**src/rtl/stall_ctrl_pkg.sv**
```systemverilog
// Shared encodings for the pipeline stall controller.
// EX bus layout follows `EX_BUS_W (default 38).
`ifndef EX_BUS_W
`define EX_BUS_W 38
`endif

package stall_ctrl_pkg;

  typedef enum logic [1:0] {
    IDLE      = 2'd0,
    LOAD_WAIT = 2'd1,
    DIV_BUSY  = 2'd2
  } state_t;

  localparam logic [5:0] STALL_NONE = 6'b000000;
  localparam logic [5:0] STALL_LOAD = 6'b000111;
  localparam logic [5:0] STALL_DIV  = 6'b001111;

  localparam int EX_BUS_W  = `EX_BUS_W;
  localparam int EX_WE_BIT = EX_BUS_W - 1;
  localparam int EX_WA_LO  = EX_BUS_W - 6;

  typedef struct packed {
    logic       we;
    logic [4:0] waddr;
  } ex_wr_t;

  function automatic logic rd_match(
    input logic       re,
    input logic [4:0] ra,
    input logic [4:0] wa
  );
    return re && (ra == wa);
  endfunction

endpackage

```
**src/rtl/stall_ctrl_hazard_detect.sv**
```systemverilog
// Load-use compare between ID read ports and the EX load.
// Purely combinational so a second ID slot can reuse it.
module hazard_detect
  import stall_ctrl_pkg::*;
(
  input  logic       id_re1,
  input  logic [4:0] id_raddr1,
  input  logic       id_re2,
  input  logic [4:0] id_raddr2,
  input  ex_wr_t     ex_wr,
  input  logic       ex_is_load,
  output logic       hazard
);

  logic rd_hit;

  assign rd_hit = rd_match(id_re1, id_raddr1, ex_wr.waddr)
                | rd_match(id_re2, id_raddr2, ex_wr.waddr);

  assign hazard = ex_is_load & ex_wr.we
                & (ex_wr.waddr != 5'd0) & rd_hit;

endmodule

```
**src/rtl/stall_ctrl.sv**
```systemverilog
// Load-use and multi-cycle divide stall controller.
// Optional STALL_PERF_EN adds stall cycle counters.
module stall_ctrl
  import stall_ctrl_pkg::*;
#(
  parameter int unsigned LOAD_BUBBLES = 1,
  parameter int unsigned DIV_TIMEOUT  = 40,
  parameter int unsigned CNT_W        = 6
) (
  input  logic       clk,
  input  logic       rst_n,
  input  logic       id_re1,
  input  logic [4:0] id_raddr1,
  input  logic       id_re2,
  input  logic [4:0] id_raddr2,
  input  logic       ex_we,
  input  logic [4:0] ex_waddr,
  input  logic       ex_is_load,
  input  logic       ex_div_req,
  input  logic       div_ready,
  input  logic       flush,
  output logic [5:0] stall,
  output logic       div_start,
  output logic       div_cancel,
  output logic       div_err
`ifdef STALL_PERF_EN
  ,
  output logic [31:0] perf_load_cyc,
  output logic [31:0] perf_div_cyc
`endif
);

  if (LOAD_BUBBLES < 1 || LOAD_BUBBLES > 7) begin : g_bad_lb
    $error("LOAD_BUBBLES must be 1..7");
  end
  if (DIV_TIMEOUT < 33) begin : g_bad_to
    $error("DIV_TIMEOUT must be >= 33");
  end
  if (DIV_TIMEOUT >= (1 << CNT_W)) begin : g_bad_cw
    $error("CNT_W too narrow for DIV_TIMEOUT");
  end
  if (EX_WE_BIT - EX_WA_LO != 5) begin : g_bad_bus
    $error("EX bus write field layout mismatch");
  end

  localparam logic [CNT_W-1:0] TO_LAST = CNT_W'(DIV_TIMEOUT - 1);
  localparam logic [CNT_W-1:0] LB_INIT = CNT_W'(LOAD_BUBBLES - 1);
  localparam logic [CNT_W-1:0] CNT_ONE = CNT_W'(1);

  state_t           state;
  state_t           state_n;
  logic [CNT_W-1:0] cnt;
  logic [CNT_W-1:0] cnt_n;
  logic             err_set;
  logic             hazard;
  logic [5:0]       stall_r;
  logic             start_r;
  logic             cancel_r;

  logic [EX_WE_BIT:EX_WA_LO] ex_slice;
  ex_wr_t                    ex_wr;

  assign ex_slice = {ex_we, ex_waddr};
  assign ex_wr    = ex_wr_t'(ex_slice);

  hazard_detect u_hazard (
    .id_re1     (id_re1),
    .id_raddr1  (id_raddr1),
    .id_re2     (id_re2),
    .id_raddr2  (id_raddr2),
    .ex_wr      (ex_wr),
    .ex_is_load (ex_is_load),
    .hazard     (hazard)
  );

  always_ff @(posedge clk or negedge rst_n) begin
    if (!rst_n) begin
      state   <= IDLE;
      cnt     <= '0;
      div_err <= 1'b0;
    end else begin
      state <= state_n;
      cnt   <= cnt_n;
      if (err_set) div_err <= 1'b1;
    end
  end

  always_comb begin
    state_n = state;
    cnt_n   = cnt;
    err_set = 1'b0;
    unique case (state)
      IDLE: begin
        if (!flush) begin
          if (ex_div_req) begin
            state_n = DIV_BUSY;
            cnt_n   = '0;
          end else if (hazard && LOAD_BUBBLES > 1) begin
            state_n = LOAD_WAIT;
            cnt_n   = LB_INIT;
          end
        end
      end
      LOAD_WAIT: begin
        if (cnt != '0) cnt_n = cnt - CNT_ONE;
        if (flush || cnt <= CNT_ONE) state_n = IDLE;
      end
      DIV_BUSY: begin
        if (cnt != '1) cnt_n = cnt + CNT_ONE;
        if (flush || div_ready) begin
          state_n = IDLE;
        end else if (cnt == TO_LAST) begin
          state_n = IDLE;
          err_set = 1'b1;
        end
      end
      default: state_n = IDLE;
    endcase
  end

  always_comb begin
    stall_r  = STALL_NONE;
    start_r  = 1'b0;
    cancel_r = 1'b0;
    unique case (state)
      IDLE: begin
        if (!flush) begin
          if (ex_div_req) begin
            start_r = 1'b1;
            stall_r = STALL_DIV;
          end else if (hazard) begin
            stall_r = STALL_LOAD;
          end
        end
      end
      LOAD_WAIT: begin
        if (!flush) stall_r = STALL_LOAD;
      end
      DIV_BUSY: begin
        if (flush) begin
          cancel_r = 1'b1;
        end else if (!div_ready) begin
          if (cnt == TO_LAST) cancel_r = 1'b1;
          else stall_r = STALL_DIV;
        end
      end
      default: ;
    endcase
  end

  // Held low through reset even if ID/EX still show a hazard or divide.
  assign stall      = rst_n ? stall_r : STALL_NONE;
  assign div_start  = rst_n & start_r;
  assign div_cancel = rst_n & cancel_r;

`ifdef STALL_PERF_EN
  always_ff @(posedge clk or negedge rst_n) begin
    if (!rst_n) begin
      perf_load_cyc <= '0;
      perf_div_cyc  <= '0;
    end else begin
      if (stall == STALL_LOAD && perf_load_cyc != '1)
        perf_load_cyc <= perf_load_cyc + 32'd1;
      if (stall == STALL_DIV && perf_div_cyc != '1)
        perf_div_cyc <= perf_div_cyc + 32'd1;
    end
  end
`endif

endmodule

```
**config.mk**
```make
export PLATFORM = sky130hd
export DESIGN_NAME = stall_ctrl
export DESIGN_NICKNAME = d
export VERILOG_FILES = /design/src/rtl/stall_ctrl_pkg.sv /design/src/rtl/stall_ctrl_hazard_detect.sv /design/src/rtl/stall_ctrl.sv
export SDC_FILE = /design/constraint.sdc
export NUM_CORES = 1
export LEC_CHECK = 0
export ABC_AREA = 1
export CORE_MARGIN = 8
export CORE_UTILIZATION = 42
export CTS_CLUSTER_SIZE = 8
export DETAILED_ROUTE_END_ITERATION = 10
export PLACE_DENSITY = 0.9
export SLEW_MARGIN = 20
export SYNTH_ARGS = -nofsm -noshare
export SYNTH_HDL_FRONTEND = slang
export SYNTH_SLANG_ARGS = --single-unit
```
**constraint.sdc**
```tcl
create_clock -name clk -period 2.35 [get_ports clk]
set_clock_uncertainty 0.15 [all_clocks]
set_input_delay 0.47 -clock clk [delete_from_list [all_inputs] [get_ports clk]]
set_output_delay 0.47 -clock clk [all_outputs]
set_load 0.1 [all_outputs]
```
# == Word level (Yosys, flattened, before mapping) ==
# Index checks and enable logic that the tools add are counted.
# word_totals
reg_bits,9
input_bits,24
out_inout_bits,9
wordCells,63
# op_classes
n_addsub,2
order_cmp,1
n_eq_ne,12
mux,29
n_bitwise,6
n_reduce_logical,10
# op_table
operator,count
$mux W6,5
$mux W4,5
$pmux W6 S3,1
$pmux W4 S3,1
$eq A5 B5 Y1,2
$mux W2,5
$ne A2 B2 Y1 const B,5
$mux W1,9
$add A6 B1 Y6 const B,1
$eq A6 B6 Y1 const B,1
$le A6 B1 Y1 const B,1
$mux W3,2
$ne A6 B6 Y1 const B,1
$pmux W2 S3,1
$reduce_bool A6 Y1,1
$sub A6 B1 Y6 const B,1
$and A1 B1 Y1,5
$reduce_and A5 Y1,1
$reduce_bool A5 Y1,1
$reduce_and A4 Y1,1
$ne A3 B3 Y1 const B,1
$reduce_bool A3 Y1,1
$eq A2 B1 Y1 const B,1
$eq A2 B2 Y1 const B,1
4 further kinds,6

# == Logic depth before layout (Yosys ltp) ==
# depth
word_depth,9
mapped_depth,9
depth_no_buf,8

# == Cells and area by module ==
# A second synthesis with hierarchy kept.
# hier_totals
hier_cells,137
area_unflattened_um2,788.3
# modules_own_cells
mod,instances,cells_each,area_each_um2,seq_area_each_um2
stall_ctrl,1,81,568.0,200.2
hazard_detect,1,56,220.2,0.0

# == Worst setup path after synthesis ==
# No wires, ideal clock.
# synth_timing
path_kind,register to output
startpoint,"register, netlist name cnt[0]"
endpoint,output div_start
arrival_time_ns,3.039
t_required_ns,1.730
setup_slack_ns,-1.309
path_stages_with_launch,7
path_buffers,0
cell_sequence,dfrtp_1 ha_1 nand2_1 nor2_4 nand2_4 nand2_8 nor3_1
# synth_lines
item,line_no,rtl
to (decl),stall_ctrl.sv:23,"output logic div_start,"

# == Worst setup path after layout ==
# layout_timing
startpoint,input div_ready
endpoint,output stall[0]
# layout_between
elab_chain_cells,4
# layout_lines
item,line_no,rtl
from (decl),stall_ctrl.sv:20,"input logic div_ready,"
$mux W4,stall_ctrl.sv:142,end else if (!div_ready) begin
$mux W4,stall_ctrl.sv:140,if (flush) begin
$pmux W4 S3,stall_ctrl.sv:125,unique case (state)
$mux W6,stall_ctrl.sv:152,assign stall = rst_n ? stall_r : STALL_NONE;
to (decl),stall_ctrl.sv:22,"output logic [5:0] stall,"
# No other way between the ends.

==> metrics.yaml <==
synthesis:
  ys.flop_type: "dfrtp_1"
  yosysTopAreaCellShare: 0.257
  ys_async_sr_fraction: 1.00
  synth_cell_types: 22
  seq_area_frac_synth: 0.257
  synth_warnings: 0
  synth_seq_cells: 8
  synth_area_um2: 778
  yosysTopAreaCell: "dfrtp_1"
  yosysMostFrequentCell: "nand2_1"
  syn_avg_cell_area_um2: 5.90
  postSynthCellCount: 132
  synth_area_leaders: "dfrtp_1 (26%), nand2_1 (22%), inv_1 (12%), nor2_1 (7.7%), nand3_1 (5.8%)"
  synth_commonest_cells: "nand2_1 (46), inv_1 (25), nor2_1 (16)"
  synth_edf_count: 0
floorplan:
  core_um2: 1730
  start_util: 0.451
  rows: 15
  fp.dieW_um: 59.0
  die_area_um2: 3490
  fp.dieH_um: 59.0
  ios: 33
setup_path:
  critPathSlowestCell: "clkdlybuf4s50_1"
  path_cells: "clkdlybuf4s50_1 -> nor2_2 -> nand2_2 -> a21oi_2 -> nand2_2 -> nand2_4 -> buf_12"
  required_ns: 1.73
  path_max_fanout: 3
  crit_path_end_kind: "output port"
  timing.critical_path.buf_inv: 2
  critical-path-top-delay-family: "buffers and inverters"
  critical_path_arrival_ns: 1.67
  start_kind: "input pin"
  crit_type: "in2out"
  cpPeakStageDelay_ns: 0.46
  path_common_cell: "nand2_2"
route:
  first_pass_iters: 4
  wirelength_um: 2580
  drtAntennaViolNets: 0
  post_drt_wl_per_cell_um: 13.3
  drc: 0
  via_per_inst: 4.98
  drt_iter0_markers: 38
  num_vias: 967
global_routing:
  grt_use_met3: 0.0282
  use_met1: 0.161
  grt_max_degree: 11
  grt_overflow: 0
  grt_use_met2: 0.243
  grt_pass1_wl_um: 3740
  antenna_found_initial: 0
  grt_usage: 0.137
  grt_pass1_vias: 874
  grt.busiest_layer: "met2"
min_path:
  holdCritPathClass: "in2async"
clock_tree:
  clk_transition_reported_paths_ns: 0.06
  cts_tree: "built"
  ctsHoldBuffers: 0
  max-clock-path-buffers: 2
  clock-root-buffer: "clkbuf_4"
  cts_sinks: 8
  htreeDepth: 1
  numCtsBuffers: 3
  clk_latency_ns: 0.26
placed_design:
  hpwl_um: 1920
  io_buffers: 30
  post_dp_cell_area_um2: 1200
  dp_cells: 188
  gp_congestion: 0.877
layout:
  instances_no_fill: 194
  final_nets: 196
  layout-drive-gt1-share: 0.260
  syn2layout_area_growth_pct: 67.5
  fin_area_um2: 1300
  antennaDiodeCount: 0
  fin_util: 0.755
pwr:
  power.total_mw: 0.989
  power_per_cell_area_nw_per_um2: 759
  p_leak_nw: 0.794
  ir_drop_v: 0.000572
timing:
  fin_tns_setup_ns: 0
  period_needed_ns: 2.29
  timing.final.crit_share: 0.975
  setup_violations: 0
  fmaxAchievable_mhz: 437
  final-max-slew-violation-count: 0
  finalHoldViolCount: 0
job:
  max_cap_viol_count: 0
status:
  status: "finished clean"
==> metrics by stage <==
stage | hold WS, ns | setup slack [ns]
floorplan | 0.0244 | -0.0827
global route | 0.0359 | -0.00447
detailed placement | 0.325 | -0.0873
global placement | 0.316 | -0.0706
finish | 0.0274 | 0.0597
CTS | 0.338 | 0.00696
==> final timing paths <==
| check | from | endpoint | slack [ns] | cells after the start |
|---|---|---|---|---|
| max | div_ready | stall[0] | 0.06 | 7 |
| min | rst_n | state[1] | 0.03 | 2 |
| max reg2reg | cnt[1] | cnt[5] | 0.72 | 9 |
| min reg2reg | div_err | div_err | 0.34 | 1 |
| max in group asynchronous | rst_n | cnt[0] | 1.90 | 2 |
| min in group clk | div_err | div_err | 0.34 | 1 |
==> registers in the layout, summed over array words and instances, names as in the netlist <==
register / cells
state: 1
div_err: 1
cnt: 6
==> repair_timing <==
| action | in CTS | in global routing |
|---|---|---|
| endpoints found under the setup margin | 5 | 6 |
| pin swaps | 4 | 9 |
| buffers inserted | 1 | 2 |
| endpoints found under the hold margin | 0 | 0 |
| cloned | 0 | 0 |
| gates resized for setup | 13 | 20 |
==> area by class of cell <==
class | count | area [um^2]
Inverter | 26 | 100
Tap cell | 25 | 31.3
Clock buffer | 3 | 22.5
Sequential cell | 8 | 200
Fill cell | 126 | 423
Timing Repair Buffer | 38 | 443
Multi-Input combinational cell | 94 | 507
==> cells in the final DEF (no fill, tap or decap) <==
| master | Yosys | layout |
|---|---|---|
| dfrtp_1 | 8 | 8 |
| inv_1 | 25 | 21 |
| inv_2 | 0 | 4 |
| nand2_8 | 1 | 1 |
| clkdlybuf4s50_1 | 0 | 7 |
| nor2_4 | 1 | 2 |
| nor3_4 | 0 | 1 |
| nand3_2 | 0 | 2 |
| buf_12 | 0 | 6 |
| dlymetal6s2s_1 | 0 | 11 |
| nor2_1 | 16 | 14 |
| o21ai_2 | 0 | 1 |
| conb_1 | 1 | 2 |
| nand2_2 | 1 | 5 |
| o21ai_0 | 3 | 2 |
| o21bai_1 | 1 | 1 |
| dlygate4sd2_1 | 0 | 5 |
| buf_4 | 4 | 8 |
| a21o_2 | 1 | 1 |
| nand2_1 | 46 | 41 |
| buf_6 | 0 | 1 |
| nand2_4 | 1 | 2 |
| a31oi_1 | 1 | 1 |
| nand4_1 | 2 | 2 |
| nor2_2 | 0 | 1 |
| clkbuf_4 | 1 | 3 |
| nand3_1 | 9 | 7 |
| ha_2 | 0 | 1 |
| a21oi_2 | 2 | 4 |
| a21oi_1 | 5 | 3 |
| inv_4 | 1 | 1 |
==> metal layers <==
layer,vias up,part of all wire
li1,470,-
met1,445,0.39
met2,46,0.54
met3,6,0.054
met4,0,0.014
met5,-,0
==> kinds of logic (layout without fill, tap and decap cells) <==
group                    Yosys count  count (layout)  share of synthesized area
flip-flops                         8               8                      0.257
AND/OR/NAND/NOR                   78              78                      0.442
other                              1               2                    0.00482
buffers and inverters             31              67                      0.177
AO/OA/AOI/OAI                     13              13                      0.103
adder cells (fa/ha/maj)            1               1                     0.0161
==> power by group <==
| part | internal (mW) | switching [mW] |
|---|---|---|
| logic | 0.254 | 0.411 |
| registers | 0.169 | 0.0457 |
| clock network | 0.0587 | 0.0512 |
(Power assumes the default switching activity.)
